**config.mk**
```make
export PLATFORM = sky130hd
export DESIGN_NAME = imem_loader
export DESIGN_NICKNAME = d
export VERILOG_FILES = /design/src/rtl/imem_loader_pkg.sv /design/src/rtl/ld_word_pack.sv /design/src/rtl/imem_loader.sv
export SDC_FILE = /design/constraint.sdc
export NUM_CORES = 1
export LEC_CHECK = 0
export BUFFER_PORTS_ARGS = -buffer_cell sky130_fd_sc_hd__buf_2
export CAP_MARGIN = 10
export CORE_ASPECT_RATIO = 1.25
export CORE_MARGIN = 4
export CORE_UTILIZATION = 44
export DETAILED_ROUTE_END_ITERATION = 8
export PLACE_DENSITY = 0.61
export SETUP_SLACK_MARGIN = 0.5
export SLEW_MARGIN = 10
export SYNTH_ARGS = -nofsm -noshare
export SYNTH_HDL_FRONTEND = slang
export SYNTH_HIERARCHICAL = 1
export SYNTH_SLANG_ARGS = --single-unit
```
**constraint.sdc**
```tcl
create_clock -name Clk_In -period 5.9 [get_ports Clk_In]
set_input_delay 0.59 -clock Clk_In [delete_from_list [all_inputs] [get_ports Clk_In]]
set_output_delay 0.59 -clock Clk_In [all_outputs]
set_load 0.005 [all_outputs]
```
**src/rtl/imem_loader_pkg.sv**
```systemverilog
// Shared types and constants for the uP16 instruction-memory loader.
// Word layout matches the core's 18-bit instruction format.
package imem_loader_pkg;

  localparam int IADDR_W = 10;
  localparam int IWORD_W = 18;
  localparam logic [7:0] HDR_BYTE = 8'hA5;

  typedef enum logic [3:0] {
    IDLE,
    CNT_H,
    CNT_L,
    B0,
    B1,
    B2,
    WR,
    CHK,
    DONE
  } state_t;

  // Only the low two bits of byte0 carry payload; the loader rejects the rest.
  function automatic logic [IWORD_W-1:0] pack_word(input logic [1:0] b0_lo,
                                                   input logic [7:0] b1,
                                                   input logic [7:0] b2);
    return {b0_lo, b1, b2};
  endfunction

endpackage

```
**src/rtl/ld_word_pack.sv**
```systemverilog
// Byte assembler for one 18-bit instruction word: holds byte0/byte1 and
// combines them with the byte2 lane as it arrives, so the word is ready on accept.
module ld_word_pack
  import imem_loader_pkg::*;
(
  input  logic               clk,
  input  logic               rst_n,
  input  logic [7:0]         byte_in,
  input  logic               ld_b0,
  input  logic               ld_b1,
  output logic [IWORD_W-1:0] word,
  output logic               b0_range_err
);

  logic [1:0] b0_q;
  logic [7:0] b1_q;

  always_ff @(posedge clk or negedge rst_n) begin
    if (!rst_n) begin
      b0_q <= '0;
      b1_q <= '0;
    end else begin
      if (ld_b0) b0_q <= byte_in[1:0];
      if (ld_b1) b1_q <= byte_in;
    end
  end

  assign word         = pack_word(b0_q, b1_q, byte_in);
  assign b0_range_err = |byte_in[7:2];

endmodule

```
**src/rtl/imem_loader.sv**
```systemverilog
// Framed byte-stream loader for the uP16 instruction memory; holds the core
// off the memory while loading. Define IMEM_LOADER_CHECKSUM_EN for a trailing XOR byte.
module imem_loader
  import imem_loader_pkg::*;
(
  input  logic               Clk_In,
  input  logic               Rst_N_In,
  input  logic [7:0]         Byte_In,
  input  logic               Byte_Valid_In,
  output logic               Byte_Ready_Out,
  output logic               Wr_En_Out,
  output logic [IADDR_W-1:0] Wr_Add_Out,
  output logic [IWORD_W-1:0] Wr_Data_Out,
  output logic               Cpu_Hold_Out,
  output logic               Done_Out,
  output logic               Err_Out
);

  state_t               state;
  logic [IADDR_W-1:0]   word_cnt;
  logic [1:0]           cnt_hi;
  logic                 accept;
  logic                 ld_b0;
  logic                 ld_b1;
  logic [IWORD_W-1:0]   packed_word;
  logic                 b0_err;
`ifdef IMEM_LOADER_CHECKSUM_EN
  logic [7:0]           chk_acc;
`endif

  assign accept = Byte_Valid_In & Byte_Ready_Out;
  assign ld_b0  = accept && (state == B0);
  assign ld_b1  = accept && (state == B1);

  ld_word_pack u_pack (
    .clk          (Clk_In),
    .rst_n        (Rst_N_In),
    .byte_in      (Byte_In),
    .ld_b0        (ld_b0),
    .ld_b1        (ld_b1),
    .word         (packed_word),
    .b0_range_err (b0_err)
  );

  // word_cnt holds words remaining minus one, so zero in WR marks the last word.
  always_ff @(posedge Clk_In or negedge Rst_N_In) begin
    if (!Rst_N_In) begin
      state          <= IDLE;
      word_cnt       <= '0;
      cnt_hi         <= '0;
      Byte_Ready_Out <= 1'b0;
      Wr_En_Out      <= 1'b0;
      Wr_Add_Out     <= '0;
      Wr_Data_Out    <= '0;
      Cpu_Hold_Out   <= 1'b0;
      Done_Out       <= 1'b0;
      Err_Out        <= 1'b0;
`ifdef IMEM_LOADER_CHECKSUM_EN
      chk_acc        <= '0;
`endif
    end else begin
      Wr_En_Out <= 1'b0;
      Done_Out  <= 1'b0;
      case (state)
        IDLE: begin
          Byte_Ready_Out <= 1'b1;
          Cpu_Hold_Out   <= 1'b0;
          if (accept && (Byte_In == HDR_BYTE)) begin
            state        <= CNT_H;
            Err_Out      <= 1'b0;
            Cpu_Hold_Out <= 1'b1;
          end
        end

        CNT_H: begin
          if (accept) begin
`ifdef IMEM_LOADER_CHECKSUM_EN
            chk_acc <= Byte_In;
`endif
            if (|Byte_In[7:2]) begin
              state        <= IDLE;
              Err_Out      <= 1'b1;
              Cpu_Hold_Out <= 1'b0;
            end else begin
              cnt_hi <= Byte_In[1:0];
              state  <= CNT_L;
            end
          end
        end

        CNT_L: begin
          if (accept) begin
`ifdef IMEM_LOADER_CHECKSUM_EN
            chk_acc <= chk_acc ^ Byte_In;
`endif
            word_cnt   <= {cnt_hi, Byte_In};
            Wr_Add_Out <= '0;
            state      <= B0;
          end
        end

        B0: begin
          if (accept) begin
`ifdef IMEM_LOADER_CHECKSUM_EN
            chk_acc <= chk_acc ^ Byte_In;
`endif
            if (b0_err) begin
              state        <= IDLE;
              Err_Out      <= 1'b1;
              Cpu_Hold_Out <= 1'b0;
            end else begin
              state <= B1;
            end
          end
        end

        B1: begin
          if (accept) begin
`ifdef IMEM_LOADER_CHECKSUM_EN
            chk_acc <= chk_acc ^ Byte_In;
`endif
            state <= B2;
          end
        end

        B2: begin
          if (accept) begin
`ifdef IMEM_LOADER_CHECKSUM_EN
            chk_acc <= chk_acc ^ Byte_In;
`endif
            Wr_Data_Out    <= packed_word;
            Wr_En_Out      <= 1'b1;
            Byte_Ready_Out <= 1'b0;
            state          <= WR;
          end
        end

        WR: begin
          if (word_cnt == '0) begin
`ifdef IMEM_LOADER_CHECKSUM_EN
            Byte_Ready_Out <= 1'b1;
            state          <= CHK;
`else
            Done_Out       <= 1'b1;
            state          <= DONE;
`endif
          end else begin
            word_cnt       <= word_cnt - 1'b1;
            Wr_Add_Out     <= Wr_Add_Out + 1'b1;
            Byte_Ready_Out <= 1'b1;
            state          <= B0;
          end
        end

`ifdef IMEM_LOADER_CHECKSUM_EN
        CHK: begin
          if (accept) begin
            if (Byte_In == chk_acc) begin
              Done_Out       <= 1'b1;
              Byte_Ready_Out <= 1'b0;
              state          <= DONE;
            end else begin
              Err_Out      <= 1'b1;
              Cpu_Hold_Out <= 1'b0;
              state        <= IDLE;
            end
          end
        end
`endif

        DONE: begin
          Wr_Add_Out     <= '0;
          Byte_Ready_Out <= 1'b1;
          Cpu_Hold_Out   <= 1'b0;
          state          <= IDLE;
        end

        default: begin
          Byte_Ready_Out <= 1'b1;
          Cpu_Hold_Out   <= 1'b0;
          state          <= IDLE;
        end
      endcase
    end
  end

endmodule

```
==> impl_summary.txt <==
----------------------------------------------------
[Worst setup path]
  Nature of the critical path endpoint ... register
  Slowest stage cell, crit path ... nor4_4
  Crit start category ... register
  Slowest Stage Delay on Critical Path ... 0.90 ns
  Reg-to-reg setup timing slack ... 3.00 ns
  Maximum fanout along the worst path ... 24
  Data arrival time of the critical path ... 3.10 ns
  Critical path buffers and inverters ... 0
  Reg2reg path depth ... 5
  Type of the worst setup path ... reg2reg
  Crit path max-delay family ... simple AND/OR/NAND/NOR gates
  Beginning of the worst register-to-register path ... state[1]
  Cells along the critical path ... nand4bb_1 -> nor4_4 -> nor3_1 -> xnor2_1 -> nor2_1
  Critical register-to-register path endpoint ... Wr_Add_Out[6]
  Required time of the critical path ... 6.10 ns

[Global route]
  Residual overflow from global routing ... 0
  First-pass GRT wire length ... 10570 µm
  Number of global-route vias before repair ... 2086
  Gr usage total ... 17.07%
  Antenna violations before repair ... 0
  Maximum number of pins on one net before global-route repair ... 60

[CTS]
  Clock Latency Late Sink ... 0.33 ns
  CTS buffer count ... 9
  # Post-CTS Setup Buffers ... 0
  CTS sink count ... 59
  Clock tree from TritonCTS ... yes
  Resized cells post-CTS ... 0
  CTS hold repair buffers ... 0
  H-tree depth reported by CTS ... 3
  CTS clock-pin slew for the worst setup and hold paths ... 0.07 ns
  Bufs on Longest Clock Path ... 2
  CTS Root Cell ... clkbuf_8

[Synth]
  Most common cell in the synthesized netlist ... dfrtp_1
  Main area contributors after synthesis ... dfrtp_1, mux2_2, mux2_4
  Largest family of logic cells by synthesized area ... simple AND/OR/NAND/NOR gates
  Commonest cells post-synth ... dfrtp_1, nor2_1, mux2_2, nand2_1, a21oi_1
  Part of the Yosys area used for sequential elements ... 49.77%
  Yosys top cell area share ... 49.77%
  Syn Std Cell Area ... 2967 µm²
  Synth area leader ... dfrtp_1
  Synthesized instance count ... 271
  Area share of fa/ha/maj cells after synthesis ... 0.8435%
  Number of nets produced by synthesis ... 284
  FFs w/ async S/R, synth ... 100.0%
  Primary flip-flop cell chosen by synthesis mapping ... dfrtp_1
  Simple-gate area share of the yosys netlist ... 19.40%
  Post-synthesis compound-gate area fraction ... 9.743%
  Post-synthesis register bit count ... 59
  Post-Synthesis Mean Instance Area ... 10.95 µm²
  Xor and xnor area share after synthesis ... 2.067%
  Number of synthesized flops with an enable pin ... 0
  Synthesis Warnings ... 6
  Library cells used by synthesis ... 49
  Mux contribution to synthesized area ... 13.12%

[STA]
  Final worst clock skew ... 0.008569 ns
  Hold violation count in the final report ... 0
  Final setup violation count ... 0
  Worst slew margin relative to its limit ... 36.30%
  Unrepaired setup endpoints after global routing ... no
  Slew at the pin with the worst max-slew slack ... 0.9501 ns
  Number of slew-limit violations in the final report ... 0
  Final clock period utilization by the worst path ... 49.17%
  Total negative setup slack ... 0 ns
  Max frequency ... 344.7 MHz
  Min cycle time layout ... 2.901 ns

[Die]
  I/O pin cnt ... 44
  Placeable Area ... 6565 µm²
  Area enclosed by the die boundary ... 8128 µm²
  Standard-cell rows ... 33
  Die W ... 81.44 µm
  Initial core utilization ... 45.19%
  DIE HEIGHT ... 99.81 µm

[Cells and area]
  Post-layout nets ... 320
  Share of post-route cells with drive strength above 1 ... 33.65%
  Area growth syn-to-layout ... 15.27%
  Diode insertion count for antenna repair ... 0

[Hold path]
  Min-Delay Path Class ... in2async

[Power and ir drop]
  P_leak ... 1.532 nW
  Power Dens Cells ... 432.2 nW/µm²
  Worst IR Drop VDD ... 0.0002549 V
  Overall Power ... 1.478 mW

[Routing]
  Vias/cell ... 5.361
  Routed len/inst ... 15.79 µm
  Routed wire length ... 6300 µm
  Iteration count of the initial detailed-routing pass ... 4
  Initial DRC Count ... 77
  Number of routed nets with antenna violations ... 0
  DRC violations left ... 0
  Total number of vias ... 2139

[Outcome]
  Outcome ... finished, final reports clean

[Placed design]
  Final estimated routing congestion in global placement ... 0.8368
  Total half-perimeter wirelength after legalization and detailed placement ... 4336 µm
  Count of input and output buffers ... 43

[Job]
  Max-cap violation count ... 0

----------------------------------------------------
## layout make-up
class                           instances  area [µm²]
Tap cell                               87       108.9
Timing Repair Buffer                   46       237.7
Clock buffer                           12       155.1
Multi-Input combinational cell        187        1354
Fill cell                             600        3146
Inverter                                4       15.01
Sequential cell                        59        1476
Clock inverter                          4       72.57
## flip-flops by register name (all words and copies together), names as in the netlist
| name | flops |
|---|---|
| Byte_Ready_Out | 1 |
| Cpu_Hold_Out | 1 |
| Done_Out | 1 |
| Err_Out | 1 |
| Wr_Add_Out | 10 |
| Wr_Data_Out | 18 |
| Wr_En_Out | 1 |
| cnt_hi | 2 |
| state | 4 |
| u_pack/b0_q | 2 |
| u_pack/b1_q | 8 |
| word_cnt | 10 |
## report_power, final
| group | switching [mW] | internal [mW] |
|---|---|---|
| combinational | 0.184 | 0.218 |
| clock | 0.159 | 0.260 |
| sequential | 0.115 | 0.541 |
| total | 0.459 | 1.02 |
## logic make-up (layout without fill, tap and decap cells)
| kind of cell | Yosys count | in the layout |
|---|---|---|
| AND/OR/NAND/NOR | 99 | 99 |
| flip-flops | 59 | 59 |
| AO/OA/AOI/OAI | 47 | 47 |
| multiplexers | 32 | 32 |
| adder cells (fa/ha/maj) | 2 | 2 |
| XOR/XNOR | 7 | 7 |
| buffers and inverters | 25 | 66 |
## metal layers
metal	track usage (%)	routed length, µm	up-vias
met2	27.48	3105	38
met1	22.22	2861	1044
met5	0	0	-
met3	3.232	204	9
li1	-	-	1048
met4	7.412	128	0
## metrics by stage
stage / hold WS, ns / instance area, µm² / setup WS (ns) / std cells / utilization [%]
CTS: 0.4464 / 3411 / 2.706 / 399 / 51.95
detailed placement: 0.4587 / 3183 / 2.700 / 383 / 48.48
global placement: 0.4499 / 3183 / 2.828 / 383 / 48.48
floorplan: 0.2944 / 2967 / 3.916 / 271 / -
global route: 0.4760 / 3420 / 2.654 / 399 / 52.09
finish: 0.3987 / 3420 / 2.999 / 399 / 52.09
## worst max-delay path by stage
stage          startpoint            end  depth (start not counted)
5_1_grt          state[1]  Wr_Add_Out[2]                          5
4_1_cts          state[1]  Wr_Add_Out[4]                          5
6_report         state[1]  Wr_Add_Out[6]                          5
2_1_floorplan  Byte_In[6]       state[2]                          5
3_5_place_dp     state[1]  Wr_Add_Out[4]                          5
3_3_place_gp     state[0]  Wr_Add_Out[4]                          5
## cell usage in the layout (no fill, tap or decap), drive strengths merged, types with 2 or more instances in the layout
| cell | netlist | routed |
|---|---|---|
| a211oi | 2 | 2 |
| a21oi | 14 | 14 |
| a22o | 3 | 3 |
| a31oi | 2 | 2 |
| buf | 15 | 46 |
| bufinv | 0 | 2 |
| clkbuf | 6 | 12 |
| dfrtp | 59 | 59 |
| ha | 2 | 2 |
| inv | 4 | 4 |
| mux2 | 31 | 31 |
| nand2 | 23 | 23 |
| nand2b | 2 | 2 |
| nand3 | 2 | 2 |
| nand4 | 3 | 3 |
| nor2 | 26 | 26 |
| nor3 | 11 | 11 |
| nor3b | 3 | 3 |
| nor4 | 12 | 12 |
| nor4b | 2 | 2 |
| o21ai | 15 | 15 |
| o22ai | 2 | 2 |
| o2bb2ai | 4 | 4 |
| or2 | 3 | 3 |
| or3 | 3 | 3 |
| or4 | 2 | 2 |
| xnor2 | 7 | 7 |
Power figures use the tool's default switching activity.
